[src/rtl/mem_arbiter_if.sv]
`default_nettype none
// ============================================================================
//  Module   : mem_arbiter_if
//  Purpose  : Bundles the fetch port, the data port and the unified memory
//             port that mem_arbiter connects.
//             slave  = arbiter view.
//             master = environment view (CPU requesters plus memory).
//  Revision : 1.0  initial release
// ============================================================================
interface mem_arbiter_if #(
   parameter int ADDR_W = 32,
   parameter int DATA_W = 32
);
   // instruction-fetch requester (read-only)
   logic              i_req;
   logic [ADDR_W-1:0] i_addr;
   logic              i_ack;
   logic [DATA_W-1:0] i_rdata;

   // data requester (load/store)
   logic              d_req;
   logic              d_we;
   logic [ADDR_W-1:0] d_addr;
   logic [DATA_W-1:0] d_wdata;
   logic              d_ack;
   logic [DATA_W-1:0] d_rdata;

   // ack qualifier shared by both requesters
   logic              bus_err;

   // unified memory port
   logic [ADDR_W-1:0] mem_addr;
   logic [DATA_W-1:0] mem_wdata;
   logic              mem_read;
   logic              mem_write;
   logic [DATA_W-1:0] mem_rdata;
   logic              mem_ready;

   modport slave (
      input  i_req, i_addr,
      output i_ack, i_rdata,
      input  d_req, d_we, d_addr, d_wdata,
      output d_ack, d_rdata,
      output bus_err,
      output mem_addr, mem_wdata, mem_read, mem_write,
      input  mem_rdata, mem_ready
   );

   modport master (
      output i_req, i_addr,
      input  i_ack, i_rdata,
      output d_req, d_we, d_addr, d_wdata,
      input  d_ack, d_rdata,
      input  bus_err,
      input  mem_addr, mem_wdata, mem_read, mem_write,
      output mem_rdata, mem_ready
   );
endinterface
`default_nettype wire

[src/rtl/mem_arbiter.sv]
`default_nettype none
// ============================================================================
//  Module   : mem_arbiter
//  Purpose  : Shares one memory port between the instruction-fetch and data
//             requesters. One transaction at a time: IDLE -> BUSY_I|BUSY_D ->
//             DONE -> IDLE. Strobes are held through BUSY until mem_ready,
//             the ack is a one-cycle pulse in DONE, and a hung access is
//             aborted with bus_err after TIMEOUT busy cycles (0 = never).
//  Options  : ARB_RR_EN defined   -> round-robin between the two requesters.
//             ARB_RR_EN undefined -> fixed priority, data over instruction.
//  Revision : 1.0  initial release
// ============================================================================
module mem_arbiter #(
   parameter int ADDR_W  = 32,
   parameter int DATA_W  = 32,
   parameter int TIMEOUT = 64
) (
   input  wire logic       clk,
   input  wire logic       rst,   // asynchronous, active low
   mem_arbiter_if.slave    bus
);

   localparam int CNT_W = 16;
   // counter value seen in the last allowed busy cycle
   localparam logic [CNT_W-1:0] c_to_last = CNT_W'(TIMEOUT - 1);
   localparam bit               c_to_en   = (TIMEOUT != 0);

   typedef enum logic [1:0] {
      ST_IDLE   = 2'd0,
      ST_BUSY_I = 2'd1,
      ST_BUSY_D = 2'd2,
      ST_DONE   = 2'd3
   } state_t;

   state_t            r_state;
   state_t            w_state_nxt;

   logic [ADDR_W-1:0] r_mem_addr,  w_addr_nxt;
   logic [DATA_W-1:0] r_mem_wdata, w_wdata_nxt;
   logic              r_mem_read,  w_read_nxt;
   logic              r_mem_write, w_write_nxt;
   logic [CNT_W-1:0]  r_cnt,       w_cnt_nxt;
   logic              r_i_ack,     w_i_ack_nxt;
   logic              r_d_ack,     w_d_ack_nxt;
   logic              r_bus_err,   w_err_nxt;
   logic [DATA_W-1:0] r_i_rdata,   w_i_rdata_nxt;
   logic [DATA_W-1:0] r_d_rdata,   w_d_rdata_nxt;

   logic              w_pick_d;
   logic              w_pick_i;
   logic              w_to_hit;

`ifdef ARB_RR_EN
   logic              r_last_d;   // 1 = last grant went to data, 0 = to fetch

   // On contention grant whichever requester was not served last
   always_comb begin
      w_pick_d = bus.d_req && (!bus.i_req || !r_last_d);
      w_pick_i = bus.i_req && !w_pick_d;
   end

   // Remember the winner of every grant taken in IDLE
   always_ff @(posedge clk or negedge rst) begin
      if (!rst) begin
         r_last_d <= 1'b0;
      end else if (r_state == ST_IDLE && (w_pick_d || w_pick_i)) begin
         r_last_d <= w_pick_d;
      end
   end
`else
   // Fixed priority: data wins whenever it is requesting
   always_comb begin
      w_pick_d = bus.d_req;
      w_pick_i = bus.i_req && !bus.d_req;
   end
`endif

   // Abort when the busy cycle that just ran out of budget sees no mem_ready
   assign w_to_hit = c_to_en && (r_cnt == c_to_last);

   // Next-state and next-value logic for the FSM and its registered outputs
   always_comb begin
      w_state_nxt   = r_state;
      w_addr_nxt    = r_mem_addr;
      w_wdata_nxt   = r_mem_wdata;
      w_read_nxt    = r_mem_read;
      w_write_nxt   = r_mem_write;
      w_cnt_nxt     = r_cnt;
      w_i_ack_nxt   = 1'b0;
      w_d_ack_nxt   = 1'b0;
      w_err_nxt     = r_bus_err;
      w_i_rdata_nxt = r_i_rdata;
      w_d_rdata_nxt = r_d_rdata;

      case (r_state)
         ST_IDLE: begin
            w_err_nxt = 1'b0;
            if (w_pick_d) begin
               w_state_nxt = ST_BUSY_D;
               w_addr_nxt  = bus.d_addr;
               w_wdata_nxt = bus.d_wdata;
               w_read_nxt  = !bus.d_we;
               w_write_nxt = bus.d_we;
               w_cnt_nxt   = '0;
            end else if (w_pick_i) begin
               w_state_nxt = ST_BUSY_I;
               w_addr_nxt  = bus.i_addr;
               w_wdata_nxt = '0;          // fetches carry no write data
               w_read_nxt  = 1'b1;
               w_write_nxt = 1'b0;
               w_cnt_nxt   = '0;
            end
         end

         ST_BUSY_I, ST_BUSY_D: begin
            if (bus.mem_ready) begin
               w_state_nxt = ST_DONE;
               w_read_nxt  = 1'b0;
               w_write_nxt = 1'b0;
               if (r_state == ST_BUSY_I) begin
                  w_i_ack_nxt   = 1'b1;
                  w_i_rdata_nxt = bus.mem_rdata;
               end else begin
                  w_d_ack_nxt = 1'b1;
                  // a store keeps the previous load data
                  if (!r_mem_write) begin
                     w_d_rdata_nxt = bus.mem_rdata;
                  end
               end
            end else if (w_to_hit) begin
               w_state_nxt = ST_DONE;
               w_read_nxt  = 1'b0;
               w_write_nxt = 1'b0;
               w_err_nxt   = 1'b1;
               if (r_state == ST_BUSY_I) begin
                  w_i_ack_nxt   = 1'b1;
                  w_i_rdata_nxt = '0;
               end else begin
                  w_d_ack_nxt   = 1'b1;
                  w_d_rdata_nxt = '0;
               end
            end else begin
               w_cnt_nxt = r_cnt + CNT_W'(1);
            end
         end

         ST_DONE: begin
            // requests and mem_ready are ignored here; the ack lasts one cycle
            w_state_nxt = ST_IDLE;
            w_err_nxt   = 1'b0;
         end

         default: begin
            w_state_nxt = ST_IDLE;
         end
      endcase
   end

   // State register
   always_ff @(posedge clk or negedge rst) begin
      if (!rst) begin
         r_state <= ST_IDLE;
      end else begin
         r_state <= w_state_nxt;
      end
   end

   // Output, read-data and timeout-counter registers
   always_ff @(posedge clk or negedge rst) begin
      if (!rst) begin
         r_mem_addr  <= '0;
         r_mem_wdata <= '0;
         r_mem_read  <= 1'b0;
         r_mem_write <= 1'b0;
         r_cnt       <= '0;
         r_i_ack     <= 1'b0;
         r_d_ack     <= 1'b0;
         r_bus_err   <= 1'b0;
         r_i_rdata   <= '0;
         r_d_rdata   <= '0;
      end else begin
         r_mem_addr  <= w_addr_nxt;
         r_mem_wdata <= w_wdata_nxt;
         r_mem_read  <= w_read_nxt;
         r_mem_write <= w_write_nxt;
         r_cnt       <= w_cnt_nxt;
         r_i_ack     <= w_i_ack_nxt;
         r_d_ack     <= w_d_ack_nxt;
         r_bus_err   <= w_err_nxt;
         r_i_rdata   <= w_i_rdata_nxt;
         r_d_rdata   <= w_d_rdata_nxt;
      end
   end

   assign bus.mem_addr  = r_mem_addr;
   assign bus.mem_wdata = r_mem_wdata;
   assign bus.mem_read  = r_mem_read;
   assign bus.mem_write = r_mem_write;
   assign bus.i_ack     = r_i_ack;
   assign bus.d_ack     = r_d_ack;
   assign bus.bus_err   = r_bus_err;
   assign bus.i_rdata   = r_i_rdata;
   assign bus.d_rdata   = r_d_rdata;

endmodule
`default_nettype wire

[src/flat_wrapper.sv]
// flat-port wrapper written by rule: the top's interface ports become plain ports
module mem_arbiter_flat 
#(
   parameter int ADDR_W  = 32,
   parameter int DATA_W  = 32,
   parameter int TIMEOUT = 64
)
  (clk, rst, bus_i_req, bus_i_addr, bus_i_ack, bus_i_rdata, bus_d_req, bus_d_we, bus_d_addr, bus_d_wdata, bus_d_ack, bus_d_rdata, bus_bus_err, bus_mem_addr, bus_mem_wdata, bus_mem_read, bus_mem_write, bus_mem_rdata, bus_mem_ready);
  mem_arbiter_if #(.ADDR_W(ADDR_W), .DATA_W(DATA_W)) bus_i ();
  input  wire logic clk;
  input  wire logic rst;
  input wire logic [$bits(bus_i.i_req)-1:0] bus_i_req;
  input wire logic [$bits(bus_i.i_addr)-1:0] bus_i_addr;
  output wire logic [$bits(bus_i.i_ack)-1:0] bus_i_ack;
  output wire logic [$bits(bus_i.i_rdata)-1:0] bus_i_rdata;
  input wire logic [$bits(bus_i.d_req)-1:0] bus_d_req;
  input wire logic [$bits(bus_i.d_we)-1:0] bus_d_we;
  input wire logic [$bits(bus_i.d_addr)-1:0] bus_d_addr;
  input wire logic [$bits(bus_i.d_wdata)-1:0] bus_d_wdata;
  output wire logic [$bits(bus_i.d_ack)-1:0] bus_d_ack;
  output wire logic [$bits(bus_i.d_rdata)-1:0] bus_d_rdata;
  output wire logic [$bits(bus_i.bus_err)-1:0] bus_bus_err;
  output wire logic [$bits(bus_i.mem_addr)-1:0] bus_mem_addr;
  output wire logic [$bits(bus_i.mem_wdata)-1:0] bus_mem_wdata;
  output wire logic [$bits(bus_i.mem_read)-1:0] bus_mem_read;
  output wire logic [$bits(bus_i.mem_write)-1:0] bus_mem_write;
  input wire logic [$bits(bus_i.mem_rdata)-1:0] bus_mem_rdata;
  input wire logic [$bits(bus_i.mem_ready)-1:0] bus_mem_ready;
  assign bus_i.i_req = bus_i_req;
  assign bus_i.i_addr = bus_i_addr;
  assign bus_i_ack = bus_i.i_ack;
  assign bus_i_rdata = bus_i.i_rdata;
  assign bus_i.d_req = bus_d_req;
  assign bus_i.d_we = bus_d_we;
  assign bus_i.d_addr = bus_d_addr;
  assign bus_i.d_wdata = bus_d_wdata;
  assign bus_d_ack = bus_i.d_ack;
  assign bus_d_rdata = bus_i.d_rdata;
  assign bus_bus_err = bus_i.bus_err;
  assign bus_mem_addr = bus_i.mem_addr;
  assign bus_mem_wdata = bus_i.mem_wdata;
  assign bus_mem_read = bus_i.mem_read;
  assign bus_mem_write = bus_i.mem_write;
  assign bus_i.mem_rdata = bus_mem_rdata;
  assign bus_i.mem_ready = bus_mem_ready;
  mem_arbiter #(.ADDR_W(ADDR_W), .DATA_W(DATA_W), .TIMEOUT(TIMEOUT)) u_core (.clk(clk), .rst(rst), .bus(bus_i));
endmodule
[config.mk]
export PLATFORM = sky130hd
export DESIGN_NAME = mem_arbiter_flat
export DESIGN_NICKNAME = d
export VERILOG_FILES = /design/src/rtl/mem_arbiter_if.sv /design/src/rtl/mem_arbiter.sv /design/src/flat_wrapper.sv
export SDC_FILE = /design/constraint.sdc
export NUM_CORES = 1
export LEC_CHECK = 0
export BUFFER_PORTS_ARGS = -buffer_cell sky130_fd_sc_hd__buf_2
export CAP_MARGIN = 20
export CELL_PAD_IN_SITES_DETAIL_PLACEMENT = 0
export CELL_PAD_IN_SITES_GLOBAL_PLACEMENT = 1
export CORE_MARGIN = 4
export CORE_UTILIZATION = 30
export CTS_CLUSTER_DIAMETER = 100
export CTS_CLUSTER_SIZE = 28
export DETAILED_ROUTE_END_ITERATION = 12
export GPL_ROUTABILITY_DRIVEN = 0
export GPL_TIMING_DRIVEN = 1
export PLACE_DENSITY_LB_ADDON = 0.1
export RECOVER_POWER = 25
export SLEW_MARGIN = 20
export SYNTH_ARGS = -nofsm -noshare
export SYNTH_HDL_FRONTEND = slang
export SYNTH_SLANG_ARGS = --single-unit
[constraint.sdc]
create_clock -name clk -period 1.89 [get_ports clk]
set_input_delay 0.189 -clock clk [delete_from_list [all_inputs] [get_ports clk]]
set_output_delay 0.189 -clock clk [all_outputs]
set_load 0.02 [all_outputs]
; Word-level counts from Yosys, hierarchy flattened
; Cells that the tools add are included.
[totals]
ff_bits = 151
inputBits = 134
output_inout_bits = 133
elab_cells = 81
[op_classes]
add_sub_neg = 1
n_eq_ne = 10
muxes = 42
bitwise_logic = 1
reduce_logical = 16
[op_table]
columns = operator, count
row1 = 2-to-1 mux 32 bit, 13
row2 = 2-to-1 mux 16 bit, 4
row3 = one-hot mux 16 bit (2 select lines), 1
row4 = "adder 16 x 1 -> 16 bit, second input constant", 1
row5 = "equality test 16 x 6 -> 1 bit, second input constant", 1
row6 = 2-to-1 mux 1 bit, 16
row7 = 2-to-1 mux 2 bit, 4
row8 = AND reduction 4 bit, 2
row9 = "!= test 2 bit, second input constant", 3
row10 = "!= test 3 x 2 -> 1 bit, second input constant", 2
row11 = one-hot mux 1 bit (2 select lines), 3
row12 = one-hot mux 2 bit (3 select lines), 1
row13 = AND reduction 2 bit, 3
row14 = AND reduction 3 bit, 2
row15 = nonzero test 2 bit, 3
row16 = "equality test 2 bit, second input constant", 2
row17 = OR reduction 2 bit, 2
row18 = "equality test 2 x 1 -> 1 bit, second input constant", 1
row19 = logical NOT 1 bit, 2
row20 = logical NOT 2 bit, 1
row21 = "!= test 2 x 1 -> 1 bit, second input constant", 1
row22 = logical AND 1 bit, 1
row23 = NOT 1 bit, 1

; Logic depth before layout (Yosys ltp)
[logic_depth]
depth_word = 5
depth_mapped = 9
depth_no_buf = 6

; Worst setup path before layout
; OpenSTA, ideal clock, no wires.
[synth_path]
kind = reg-to-reg
from = reg u_core.r_state[0]
to = reg u_core.r_cnt[10]
setup_ps = 126
arrival_time_ps = 1740
required_time_ps = 1764
slack_ps = 24
path_stages_with_launch = 9
n_path_buf = 2
period_less_slack_ps = 1866
cell_sequence = dfrtp_1 inv_1 ha_1 buf_2 o21ai_1 buf_2 a21boi_2 nor3_1 a221o_1
[synth_between]
elab_chain_len = 4
elab_cells_between_ends = 10
classes_between = 5 x eq/ne / 1 x mux / 4 x reduce/logical
[synth_lines]
columns = item, line
row1 = "start, declared", mem_arbiter.sv:35  ; state_t r_state;
row2 = "start signal, assigned", mem_arbiter.sv:164  ; r_state <= w_state_nxt;
row3 = equality test 2 x 1 -> 1 bit or equality test 2 bit (tied branches), mem_arbiter.sv:95  ; case (r_state)
row4 = OR reduction 2 bit, mem_arbiter.sv:95
row5 = != test 2 bit (no line) or nonzero test 2 bit (tied branches), -
row6 = AND reduction 4 bit (no line), -
row7 = "end signal, assigned", mem_arbiter.sv:186  ; r_cnt <= w_cnt_nxt;
row8 = "end, declared", mem_arbiter.sv:42  ; logic [CNT_W-1:0] r_cnt, w_cnt_nxt;
; Parallel ways exist; a longest one is shown, timed or not.
; A chain may end at the register's enable or synchronous reset.

; Worst setup path after layout
[layout_path]
from = reg u_core.r_cnt[0]
to = reg u_core.r_cnt[2]
[layout_between]
elab_chain_len = 4
elab_cells_between_ends = 7
classes_between = 1 x add/sub / 2 x eq/ne / 3 x mux / 1 x reduce/logical
[layout_lines]
columns = item, line
row1 = adder 16 x 1 -> 16 bit, mem_arbiter.sv:143  ; w_cnt_nxt = r_cnt + CNT_W'(1);
row2 = 2-to-1 mux 16 bit, mem_arbiter.sv:130  ; end else if (w_to_hit) begin
row3 = 2-to-1 mux 16 bit, mem_arbiter.sv:116  ; if (bus.mem_ready) begin
row4 = one-hot mux 16 bit (2 select lines), mem_arbiter.sv:95
; Parallel ways exist; a longest one is shown, timed or not. The select of a mux whose other input is x is not followed.

==> flow_metrics.py <==
metrics = {
    "outcome": {
        "status": "complete, no violations",
    },
    "power_and_ir_drop": {
        "ir_drop_v": 0.0008283,
        "cellPowerDensity_nw_per_um2": 1879,
        "power_leakage_nw": 4.874,
    },
    "timing": {
        "hold_viol": 0,
        "drv_slew": 0,
        "tns_ns": 0,
        "fmax_mhz": 567.0,
        "hold_ws_ns": 0.01893,
        "period_share_pct": 93.32,
        "grt_setup_unrepaired": "false",
        "relSlewSlack_pct": 47.31,
        "min_period_ns": 1.764,
        "fin_worst_skew_ns": 0.01495,
        "final-setup-viol-count": 0,
        "worst_pin_slew_ns": 0.7904,
    },
    "cts": {
        "cts.reportedPaths.clkPinSlew_ns": 0.07,
        "htreeDepth": 4,
        "insertion_delay_ns": 0.43,
        "root_buffer": "clkbuf_16",
        "cts_tree": "yes",
        "clock-sinks": 151,
        "numCtsBuffers": 17,
        "cts.path.max_buffers": 2,
    },
    "global_route": {
        "grt_max_degree": 98,
        "grt_pass1_wl_mm": 36.29,
        "grt_pass1_vias": 6793,
        "overflow": 0,
        "track_usage_pct": 17.53,
        "antenna_found_initial": 3,
    },
    "worst_hold_path": {
        "hp-class": "in -> reg",
        "min_from": "bus_mem_rdata[12]",
    },
    "route": {
        "drt_pass1_iterations": 5,
        "wl_mm": 22.57,
        "drcViolationCount": 0,
        "antenna_left": 0,
        "wl_per_cell_um": 17.64,
        "num_vias": 6436,
        "via_per_inst": 5.028,
        "drtIter0Drc": 348,
    },
    "worst_setup_path": {
        "crit_type": "reg -> reg",
        "crit_start": "u_core.r_cnt[0]",
        "cp-start-kind": "flip-flop",
        "r2r_start": "u_core.r_cnt[0]",
        "required_ns": 2.18,
        "worstSetupEndpointType": "flip-flop",
        "arrival_ns": 2.06,
        "cp_max_fo": 27,
    },
    "logic_synthesis": {
        "syn_inst": 672,
        "yosysSeqAreaShare_pct": 55.10,
        "syn_area_per_cell_um2": 10.21,
        "synth-main-ff-cell": "dfrtp_1",
        "async_flop_share_pct": 100.0,
        "synth_area_um2": 6858,
        "yosysWarnings": 0,
        "syn-num-nets": 810,
        "synth_edf_count": 0,
        "ys_types": 46,
        "ys_ff_latch": 151,
    },
    "flow_run": {
        "max-cap-violations": 0,
    },
    "place": {
        "dpl-instance-area_um2": 8710,
        "io_buffer_count": 266,
        "hpwl_mm": 15.74,
    },
    "finish": {
        "layout-drive-gt1-share_pct": 35.95,
        "layout_commonest_cell": "buf_2",
        "fin_area_um2": 9876,
        "layout.nets": 1118,
        "syn2layout_area_growth_pct": 44.01,
        "final_cell_mix": "buf_2, dfrtp_1, nand2_1, o21ai_0, dlygate4sd3_1",
    },
    "die": {
        "dieArea_um2": 25340,
        "die_w_um": 159.2,
        "die_h_um": 159.2,
        "core_area_um2": 22570,
        "start_util_pct": 30.38,
        "ios": 267,
        "rows": 55,
    },
}
==> area by class of cell <==
class | instances | area (um^2)
clock buffer | 17 | 425.4
clock inverter | 15 | 214.0
timing repair buffer | 354 | 2225
fill | 2196 | 12700
inverter | 8 | 30.03
sequential | 151 | 3779
tap | 285 | 356.6
multi-input combinational | 448 | 2841
antenna | 2 | 5.005
==> registers in the layout, indices dropped and copies added, names as in the netlist <==
name and count:
u_core.bus.mem_write 1, u_core.bus.mem_wdata 32, u_core.bus.mem_read 1, u_core.bus.d_rdata 32, u_core.bus.d_ack 1, u_core.r_cnt 16
u_core.r_state 2, u_core.bus.bus_err 1, u_core.bus.i_ack 1, u_core.bus.mem_addr 32, u_core.bus.i_rdata 32
==> worst max-delay path: stages (launching register included) <==
cell and delay, ns:
dfrtp_1 0.38, ha_1 0.21, and3_1 0.24, a41oi_4 0.21, buf_12 0.20, buf_4 0.19, a21o_1 0.13, o211ai_1 0.08
==> power breakdown <==
group | total (W) | leakage (nW) | switching, W | internal, W
Combinational | 0.00917 | 2.69 | 0.00561 | 0.00356
Clock | 0.00371 | 0.316 | 0.00147 | 0.00225
Sequential | 0.00568 | 1.86 | 0.000945 | 0.00473
Total | 0.0186 | 4.87 | 0.00802 | 0.0105
==> worst paths after layout <==
path	to	slack, ns	cells past startpoint
hold reg to reg	u_core.bus.mem_addr[11]	0.48	2
setup / recovery	u_core.r_cnt[2]	0.13	7
setup reg to reg	u_core.r_cnt[2]	0.13	7
min in group asynchronous	u_core.bus.d_rdata[20]	0.39	2
hold / removal	u_core.bus.d_rdata[12]	0.02	3
max in group asynchronous	u_core.bus.mem_addr[12]	0.41	3
==> metal layers <==
layer,global-route usage [%],part of all wire [%],routed length [um],up-vias
met1,21.08,41,9335,3128
met3,3.909,4.7,1062,36
li1,-,-,-,3093
met2,30.68,51,11580,177
met5,1.136,0.031,7,-
met4,6.509,2.6,586,2
==> cell families after synthesis <==
| logic type | count (synthesis) | synth area share (%) |
|---|---|---|
| compound gates | 206 | 20.89 |
| fa+ha+maj | 4 | 0.7298 |
| buf+inv | 73 | 4.233 |
| flops | 151 | 55.10 |
| mux | 32 | 4.671 |
| simple gates | 206 | 14.38 |
==> metrics by stage <==
| stage | util, % | instances | power [W] | setup slack (ns) |
|---|---|---|---|---|
| 2_1_floorplan | - | 672 | 0.01101 | 0.02386 |
| 3_3_place_gp | 38.59 | 1200 | 0.01419 | -0.06951 |
| 3_5_place_dp | 38.59 | 1200 | 0.01443 | -0.1327 |
| 4_1_cts | 43.28 | 1272 | 0.01837 | 0.006268 |
| 5_1_grt | 43.75 | 1280 | 0.01982 | 0.009710 |
| 6_report | 43.75 | 1280 | 0.01855 | 0.1262 |
==> timing repair <==
action                                  in CTS  in global routing
hold endpoints to repair                   103                  0
resized for setup                            6                 11
pin swaps                                    0                  2
setup buffers                                0                  5
gates cloned                                 0                  1
endpoints found under the setup margin      63                 75
hold buffers                                40                  0
==> synth_stat cells, drive strengths merged (3+ instances only) <==
cell / count / area, um^2
buf: 20 / 91.34
nand3b: 3 / 22.52
o311ai: 5 / 43.79
nand4: 36 / 225.2
dfrtp: 151 / 3779
a22oi: 31 / 232.7
inv: 8 / 30.03
a221o: 3 / 30.03
a31oi: 6 / 37.54
and3: 8 / 50.05
nand3: 6 / 30.03
nand2: 124 / 465.5
nor3: 5 / 25.02
o21ai: 71 / 355.3
a22o: 32 / 280.3
clkbuf: 45 / 168.9
nor4: 3 / 33.78
ha: 4 / 50.05
a41o: 5 / 50.05
o211ai: 34 / 255.2
mux2i: 32 / 320.3
nor2: 8 / 30.03
nand2b: 6 / 37.54
a21oi: 6 / 30.03
(Power assumes the default switching activity.)
